$ cat config.mk
export PLATFORM = sky130hd
export DESIGN_NAME = arcade_input_mapper
export DESIGN_NICKNAME = d
export VERILOG_FILES = /design/src/rtl/arcade_input_pkg.sv /design/src/rtl/arcade_input_mapper_coin_pulser.sv /design/src/rtl/arcade_input_mapper.sv
export SDC_FILE = /design/constraint.sdc
export NUM_CORES = 1
export LEC_CHECK = 0
export ABC_CLOCK_PERIOD_IN_PS = 4600
export BUFFER_PORTS_ARGS = -buffer_cell sky130_fd_sc_hd__buf_2
export CAP_MARGIN = 20
export CORE_AREA = 2 2 87 89
export DETAILED_ROUTE_END_ITERATION = 10
export DIE_AREA = 0 0 89 91
export GPL_ROUTABILITY_DRIVEN = 0
export GPL_TIMING_DRIVEN = 1
export PLACE_DENSITY = 0.82
export REMOVE_ABC_BUFFERS = 1
export SYNTH_ARGS = -nofsm -noshare
export SYNTH_HDL_FRONTEND = slang
export SYNTH_HIERARCHICAL = 1
export SYNTH_SLANG_ARGS = --single-unit
$ cat constraint.sdc
create_clock -name clk_sys -period 4.6 [get_ports clk_sys]
set_input_delay 0.69 -clock clk_sys [delete_from_list [all_inputs] [get_ports clk_sys]]
set_output_delay 0.69 -clock clk_sys [all_outputs]
set_load 0.005 [all_outputs]
$ cat src/rtl/arcade_input_pkg.sv
// Shared definitions for the arcade input mapper: joystick word width,
// coin FSM state encoding and counter sizing helper.
package arcade_input_pkg;

    localparam int JOY_W            = 16;
    localparam int DEFAULT_COIN_BIT = 9;
    localparam int DEFAULT_FIRE_BIT = 4;

    typedef enum logic [1:0] {
        ST_IDLE    = 2'd0,
        ST_PULSE   = 2'd1,
        ST_HOLDOFF = 2'd2
    } coin_state_e;

    // Bits needed to hold 0..max_value-1, never narrower than one bit.
    function automatic int cnt_width(input int max_value);
        return (max_value > 1) ? $clog2(max_value) : 1;
    endfunction

endpackage

$ cat src/rtl/arcade_input_mapper_coin_pulser.sv
// One coin lane: turns a rising coin switch into a fixed-width active-low
// pulse followed by a hold-off window in which new rises are dropped.
module coin_pulser
    import arcade_input_pkg::*;
#(
    parameter int COIN_CYCLES    = 25000,
    parameter int HOLDOFF_CYCLES = 25000
) (
    input  logic clk_sys,
    input  logic reset,
    input  logic i_coin,
    output logic o_start,
    output logic o_coin_n
);

    localparam int MAX_CYC = (COIN_CYCLES > HOLDOFF_CYCLES) ? COIN_CYCLES : HOLDOFF_CYCLES;
    localparam int CW      = cnt_width(MAX_CYC);

    coin_state_e     r_state;
    logic [CW-1:0]   r_cnt;
    logic            r_prev;
    logic            r_coin_n;
    logic            w_rise;
    logic            w_cnt_zero;

    assign w_rise     = i_coin & ~r_prev;
    assign w_cnt_zero = (r_cnt == {CW{1'b0}});
    assign o_coin_n   = r_coin_n;

    // Accept decision; the last hold-off cycle may accept directly so the
    // minimum high time between pulses is exactly HOLDOFF_CYCLES.
    always_comb begin
        o_start = 1'b0;
        case (r_state)
            ST_IDLE:    o_start = w_rise;
            ST_HOLDOFF: o_start = w_rise & w_cnt_zero;
            default:    o_start = 1'b0;
        endcase
    end

    // Coin FSM, down-counter, switch history and registered pulse output.
    always_ff @(posedge clk_sys) begin
        if (reset) begin
            r_state  <= ST_IDLE;
            r_cnt    <= {CW{1'b0}};
            r_prev   <= 1'b1;
            r_coin_n <= 1'b1;
        end else begin
            r_prev <= i_coin;
            if (o_start) begin
                r_state  <= ST_PULSE;
                r_cnt    <= CW'(COIN_CYCLES - 1);
                r_coin_n <= 1'b0;
            end else begin
                case (r_state)
                    ST_IDLE: begin
                        r_coin_n <= 1'b1;
                    end
                    ST_PULSE: begin
                        if (w_cnt_zero) begin
                            r_state  <= ST_HOLDOFF;
                            r_cnt    <= CW'(HOLDOFF_CYCLES - 1);
                            r_coin_n <= 1'b1;
                        end else begin
                            r_cnt <= r_cnt - CW'(1);
                        end
                    end
                    ST_HOLDOFF: begin
                        if (w_cnt_zero) begin
                            r_state <= ST_IDLE;
                        end else begin
                            r_cnt <= r_cnt - CW'(1);
                        end
                    end
                    default: begin
                        r_state  <= ST_IDLE;
                        r_cnt    <= {CW{1'b0}};
                        r_coin_n <= 1'b1;
                    end
                endcase
            end
        end
    end

endmodule

$ cat src/rtl/arcade_input_mapper.sv
// Joystick-to-arcade input conditioner: registered active-low buttons with
// optional autofire/merging, per-player coin pulsers and a credit counter.
module arcade_input_mapper
    import arcade_input_pkg::*;
#(
    parameter int NUM_PLAYERS    = 2,
    parameter int NUM_BUTTONS    = 8,
    parameter int COIN_BIT       = DEFAULT_COIN_BIT,
    parameter int FIRE_BIT       = DEFAULT_FIRE_BIT,
    parameter int COIN_CYCLES    = 25000,
    parameter int HOLDOFF_CYCLES = 25000,
    parameter int AUTOFIRE_DIV   = 1250000,
    parameter int MERGE          = 0
) (
    input  logic                               clk_sys,
    input  logic                               reset,
    input  logic [NUM_PLAYERS*JOY_W-1:0]       joy,
    input  logic [NUM_PLAYERS-1:0]             autofire_en,
    output logic [NUM_PLAYERS*NUM_BUTTONS-1:0] btn_n,
    output logic [NUM_PLAYERS-1:0]             coin_n,
    output logic [7:0]                         coin_count
);

    localparam int AFW = cnt_width(AUTOFIRE_DIV);
    localparam int NBT = NUM_PLAYERS * NUM_BUTTONS;

    logic [AFW-1:0]         r_af_cnt;
    logic                   r_af_phase;
    logic [NBT-1:0]         r_btn_n;
    logic [7:0]             r_count;
    logic [NUM_BUTTONS-1:0] w_joy_or;
    logic [NUM_BUTTONS-1:0] w_src [NUM_PLAYERS];
    logic [NUM_PLAYERS-1:0] w_af_on;
    logic [NBT-1:0]         w_btn_next;
    logic [NUM_PLAYERS-1:0] w_start;
    logic [7:0]             w_add;
    logic                   w_unused_joy;

    // Only the button and coin bits matter; the rest of each word is ignored.
    assign w_unused_joy = ^joy;

    // OR of every player's button bits, used when lanes are merged.
    always_comb begin
        w_joy_or = {NUM_BUTTONS{1'b0}};
        for (int p = 0; p < NUM_PLAYERS; p++) begin
            w_joy_or = w_joy_or | joy[p*JOY_W +: NUM_BUTTONS];
        end
    end

    // Per-lane button source and autofire enable selection.
    always_comb begin
        for (int p = 0; p < NUM_PLAYERS; p++) begin
            if (MERGE != 0) begin
                w_src[p]   = w_joy_or;
                w_af_on[p] = |autofire_en;
            end else begin
                w_src[p]   = joy[p*JOY_W +: NUM_BUTTONS];
                w_af_on[p] = autofire_en[p];
            end
        end
    end

    // Invert to active-low; a held fire bit under autofire follows the phase.
    always_comb begin
        w_btn_next = {NBT{1'b1}};
        for (int p = 0; p < NUM_PLAYERS; p++) begin
            w_btn_next[p*NUM_BUTTONS +: NUM_BUTTONS] = ~w_src[p];
            if (w_af_on[p] && w_src[p][FIRE_BIT]) begin
                w_btn_next[p*NUM_BUTTONS + FIRE_BIT] = ~r_af_phase;
            end else begin
                w_btn_next[p*NUM_BUTTONS + FIRE_BIT] = ~w_src[p][FIRE_BIT];
            end
        end
    end

    // Shared autofire divider; phase flips each time the divider wraps.
    always_ff @(posedge clk_sys) begin
        if (reset) begin
            r_af_cnt   <= {AFW{1'b0}};
            r_af_phase <= 1'b1;
        end else if (r_af_cnt == AFW'(AUTOFIRE_DIV - 1)) begin
            r_af_cnt   <= {AFW{1'b0}};
            r_af_phase <= ~r_af_phase;
        end else begin
            r_af_cnt   <= r_af_cnt + AFW'(1);
        end
    end

    // Registered button outputs.
    always_ff @(posedge clk_sys) begin
        if (reset) begin
            r_btn_n <= {NBT{1'b1}};
        end else begin
            r_btn_n <= w_btn_next;
        end
    end

    for (genvar p = 0; p < NUM_PLAYERS; p++) begin : g_lane
        coin_pulser #(
            .COIN_CYCLES    (COIN_CYCLES),
            .HOLDOFF_CYCLES (HOLDOFF_CYCLES)
        ) u_pulser (
            .clk_sys  (clk_sys),
            .reset    (reset),
            .i_coin   (joy[p*JOY_W + COIN_BIT]),
            .o_start  (w_start[p]),
            .o_coin_n (coin_n[p])
        );
    end

    // Number of lanes whose pulse starts on this edge.
    always_comb begin
        w_add = 8'd0;
        for (int p = 0; p < NUM_PLAYERS; p++) begin
            w_add = w_add + {7'd0, w_start[p]};
        end
    end

    // Credit counter, wraps naturally at 8 bits.
    always_ff @(posedge clk_sys) begin
        if (reset) begin
            r_count <= 8'd0;
        end else begin
            r_count <= r_count + w_add;
        end
    end

    assign btn_n      = r_btn_n;
    assign coin_count = r_count;

endmodule

After elaboration in Yosys (flattened, before gate mapping)
Index checks and enable logic that the tools add are counted.
{ "op_classes": {"n_shift": 0, "muxes": 26, "n_mul": 0, "bitwise": 13, "order_cmp": 0, "n_reduce_logical": 19, "div_mod_pow": 0, "addsub": 5, "eq_ne": 21} }
{ "ops": {"columns": ["op", "count"], "rows": [
  ["15-bit 2-to-1 mux", 6],
  ["15-bit case mux with 3 select lines", 2],
  ["15-bit logical NOT", 2],
  ["15-bit by 1-bit subtractor with 15-bit output, second input constant", 2],
  ["21-bit by 1-bit adder with 21-bit output, second input constant", 1],
  ["21-bit == test, second input constant", 1],
  ["2-bit by 1-bit inequality test with 1-bit output, second input constant", 8],
  ["8-bit NOT", 2],
  ["3-bit by 1-bit inequality test with 1-bit output, second input constant", 4],
  ["2-bit case mux with 3 select lines", 2],
  ["2-bit AND reduction", 6],
  ["3-bit AND reduction", 4],
  ["8-bit by 2-bit adder with 8-bit output", 1],
  ["1-bit 2-to-1 mux", 8],
  ["2-bit 2-to-1 mux", 4],
  ["1-bit case mux with 2 select lines", 4],
  ["1-bit NOT", 7],
  ["3-bit by 2-bit inequality test with 1-bit output, second input constant", 2],
  ["2-bit OR reduction", 3],
  ["1-bit bitwise AND", 4],
  ["2-bit by 1-bit == test with 1-bit output, second input constant", 2],
  ["2-bit == test, second input constant", 2],
  ["2-bit logical NOT", 2],
  ["2-bit inequality test, second input constant", 2],
  ["2 further kinds", 3]
]} }
{ "word_totals": {"memories": 0, "mem_bits_rw": 0, "elab_cells": 100, "latchBits": 0, "mem_bits_ro": 0, "reg_bits": 84, "in_bits": 36, "output_inout_bits": 26} }

Depth between registers and ports, before layout
{ "logic_depth": {"ltp_word": 6, "mapped_depth": 15, "mapped_depth_nobuf": 13} }

Cells and area by module
Netlist, hierarchy kept.
{ "by_module_without_submodules": {"columns": ["module", "seq_area_each_um2", "instances", "area_per_inst_um2", "cells_per_inst"], "rows": [
  ["coin_pulser", 380.4, 2, 1247.4, 145],
  ["arcade_input_mapper", 920.9, 1, 1719.1, 186]
]} }

Worst setup path before layout
Ideal clock, no wire load.
{ "synth_timing": {"kind": "flip-flop to flip-flop", "start": "register g_lane[0].u_pulser.r_cnt[0]", "end": "register r_count[5] (netlist: coin_count[5])", "path_buffers": 2, "setup_slack_ps": 1992, "setup_ps": 128, "t_required_ps": 4472, "stages_incl_launch_ff": 15, "period_less_slack_ps": 2608, "arrival_time_ps": 2480, "path_cell_list": "dfxtp_1 -> inv_1 -> ha_1 -> nor4b_1 -> and4_1 -> buf_6 -> a21oi_4 -> buf_6 -> nor2_4 -> inv_1 -> fa_1 -> and3b_1 -> nand3_1 -> xor2_1 -> nor2_1"} }
{ "synth_via": {"elab_chain_len": 5} }
{ "synth_rtl": {"columns": ["element", "line", "rtl"], "rows": [
  ["start, declared", "arcade_input_mapper_coin_pulser.sv:20", "logic [CW-1:0] r_cnt;"],
  ["start signal, assigned", "arcade_input_mapper_coin_pulser.sv:45", "r_cnt <= {CW{1'b0}};"],
  ["start signal, assigned", "arcade_input_mapper_coin_pulser.sv:52", "r_cnt <= CW'(COIN_CYCLES - 1);"],
  ["start signal, assigned", "arcade_input_mapper_coin_pulser.sv:62", "r_cnt <= CW'(HOLDOFF_CYCLES - 1);"],
  ["15-bit logical NOT", "arcade_input_mapper_coin_pulser.sv:27", "assign w_cnt_zero = (r_cnt == {CW{1'b0}});"],
  ["1-bit bitwise AND", "arcade_input_mapper_coin_pulser.sv:36", "ST_HOLDOFF: o_start = w_rise & w_cnt_zero;"],
  ["1-bit case mux with 2 select lines", "arcade_input_mapper_coin_pulser.sv:34", "case (r_state)"],
  ["named net w_start[0]", "arcade_input_mapper.sv:35", "logic [NUM_PLAYERS-1:0] w_start;"],
  ["1-bit by 1-bit adder with 2-bit output", "arcade_input_mapper.sv:115", "w_add = w_add + {7'd0, w_start[p]};"],
  ["8-bit by 2-bit adder with 8-bit output", "arcade_input_mapper.sv:124", "r_count <= r_count + w_add;"],
  ["end signal, assigned", "arcade_input_mapper.sv:124", null],
  ["end, declared", "arcade_input_mapper.sv:30", "logic [7:0] r_count;"]
]} }
The timed path passes the listed nets, and every way through them passes these cells.
A chain may end at the register's enable or synchronous reset.

Worst setup path after layout
Ends and elaborated chain as after synthesis.

==> impl_metrics.yaml <==
place:
  hpwl_mm: 6.46
  preCtsSetupSlack_ns: 1.55
  port_buffers: 47
  dpl.cell_count: 603
setup_path:
  critPathBufInv: 2
  cpMaxStageDelayCell: "and4_1"
  arrival_ns: 3.37
  cp-end-kind: "flop"
  cp.required_ns: 4.85
  crit_top_cell: "inv_1"
  slowest_delay_ns: 0.53
  cp_cell_sequence: "inv_1 -> ha_1 -> nor4b_1 -> and4_1 -> a21oi_4 -> nor2_4 -> inv_1 -> fa_1 -> and3b_1 -> nand3_1 -> xor2_1 -> nor2_1"
  critPathLaunchType: "flop"
  setup.worst_path.class: "reg2reg"
  crit_family: "simple AND/OR/NAND/NOR gates"
  cp_max_fo: 13
routing:
  drt_iter0_drc: 295
  viasPerCell: 6.03
  drt-wirelength-per-cell_um: 15.1
  drtPass1Iterations: 5
  vias: 3730
  wirelength_mm: 9.33
  drc: 0
  ant_nets: 0
grt:
  grt_pass1_wl_mm: 16.4
  antenna_found_initial: 0
  gr-total-overflow: 0
  grt_pass1_vias: 3547
  grt_max_degree: 36
  grt_util_all_layers_pct: 24.8
floorplan:
  core_um2: 7140
  io_pins: 62
  die_w_um: 89
  die_area_um2: 8100
  row_count: 31
  initial_core_util_pct: 59.0
  die_h_um: 91
final_layout:
  multiInputGateArea_um2: 2290
  final_common_cell: "dfxtp_1"
  fin_util_pct: 65.2
  final_cell_mix: "84 x dfxtp_1, 47 x buf_2, 44 x nand2_1"
  num_antenna_cells: 0
  n_fill_cell: 607
  seq_area_um2: 1680
  fin_nets: 564
  layout-drive-gt1-share_pct: 18.3
  fin_cells: 619
  area_growth_pct: 10.4
timing:
  maxSlewViolCount: 0
  tns_ns: 0
  fmax_ghz: 0.320
  period_needed_ns: 3.12
  setup_violations: 0
  maxSlewHeadroom_pct: 35.8
  fin_skew_ns: 0.0127
  finalHoldViolCount: 0
  fin_ws_ns: 1.48
  fin_crit_sh_pct: 67.9
  worstMarginPinSlew_ns: 0.961
  rsz0062_at_grt: "no"
synth:
  yosysSeqAreaShare_pct: 39.9
  yosysTopAreaCell: "dfxtp_1"
  ys.flop_type: "dfxtp_1"
  postSynth.asyncResetShare_pct: 0
  yosysUniqueCellTypes: 53
  synth-edff-count: 0
  synthCells: 476
  ys_ff_latch: 84
  synth_warnings: 6
  synth_top_area_share_pct: 39.9
  synth_area_um2: 4210
  synth_area_per_cell_um2: 8.85
  synth_area_leaders: "dfxtp_1 40%, nand2_1 3.9%, ha_1 3.6%"
pwr:
  pwr-share-clk_pct: 30.6
  switching_share_pct: 34.4
  vdd_ir_drop_max_v: 0.000214
  p_int_mw: 1.12
  seq_power_share_pct: 47.1
  p_total_mw: 1.70
  power_density_nw_per_um2: 366
  power.switching_mw: 0.586
  leakagePower_nw: 1.71
  combPwrFrac_pct: 22.3
clock_tree:
  cts_htree_levels: 3
  path_clk_slew_ns: 0.10
  ctsResizeCount: 0
  cts_hold_buf: 0
  cts_setup_buffers: 0
  root_buffer: "clkbuf_8"
  cts_num_sinks: 84
  clockBufferDepth: 2
  cts_inserted_buffers: 9
  cts_tree: "yes"
  clk_latency_ns: 0.36
flow_run:
  drv_cap: 0
worst_hold_path:
  hp-class: "in2reg"
outcome:
  status: "completed"
## final cells by class
type | count | share of cell area (%)
tap | 99 | 2.66
timing repair buffer | 49 | 5.38
sequential | 84 | 36.1
clock inverter | 7 | 1.64
inverter | 28 | 2.26
multi-input combinational | 343 | 49.3
clock buffer | 9 | 2.66
## synthesized netlist by cell type (5+ instances only)
cell,instances
nor2_1,38
nor3_1,21
or4_1,7
or3_1,7
a21oi_1,25
nor4_1,7
nand3_1,13
a211oi_1,12
a31oi_1,16
buf_2,9
o32ai_1,8
inv_1,27
o21ai_0,20
buf_6,6
o21ai_1,5
ha_1,12
nand4_1,8
a22o_1,6
xor2_1,10
nand2_1,44
xnor2_1,14
dfxtp_1,84
## worst register-to-register path, stage by stage, from the launching register on
cell,delay (ns)
dfxtp_1,0.35
inv_1,0.14
ha_1,0.16
nor4b_1,0.34
and4_1,0.53
a21oi_4,0.23
nor2_4,0.19
inv_1,0.07
fa_1,0.40
and3b_1,0.29
nand3_1,0.11
xor2_1,0.16
nor2_1,0.05
## registers in the layout, indices dropped and copies added (netlist names)
signal,count
btn_n,16
r_af_phase,1
g_lane.u_pulser/o_coin_n,2
g_lane.u_pulser/r_state,4
g_lane.u_pulser/r_prev,2
coin_count,8
g_lane.u_pulser/r_cnt,30
r_af_cnt,21
## power groups by stage
stage / clock, mW / sequential (mW) / combinational (mW)
6_report: 0.521 / 0.803 / 0.380
5_1_grt: 0.567 / 0.809 / 0.418
4_1_cts: 0.530 / 0.802 / 0.373
3_5_place_dp: 0 / 0.818 / 0.368
3_3_place_gp: 0 / 0.816 / 0.358
2_1_floorplan: 0 / 0.811 / 0.279
## stage by stage
step	instance area, um2	hold slack [ns]
2_1_floorplan	4080	0.437
3_3_place_gp	4450	0.454
3_5_place_dp	4450	0.478
4_1_cts	4650	0.457
5_1_grt	4650	0.446
6_report	4650	0.467
## layer usage
layer	track usage [%]	vias up	routed length, um
met3	5.73	22	602
met2	39.1	144	4420
li1	-	1822	-
met1	32.9	1742	4140
met5	0	-	0
met4	9.08	0	174
## cell families after synthesis
kind of cell / share of synthesized area, %
buffers and inverters: 5.70
XOR/XNOR: 4.99
flip-flops: 39.9
AND/OR/NAND/NOR: 24.8
adder cells (fa/ha/maj): 4.04
AO/OA/AOI/OAI: 20.5
## worst paths after layout
kind	start	end	slack [ns]	cells past startpoint
min	joy[1]	btn_n[1]	0.47	2
max reg2reg	g_lane[0].u_pulser/r_cnt[0]	coin_count[5]	1.48	12
max	g_lane[0].u_pulser/r_cnt[0]	coin_count[5]	1.48	12
min reg2reg	r_af_cnt[20]	r_af_cnt[20]	0.49	2
No activity file was read; power rests on OpenSTA's default activity.
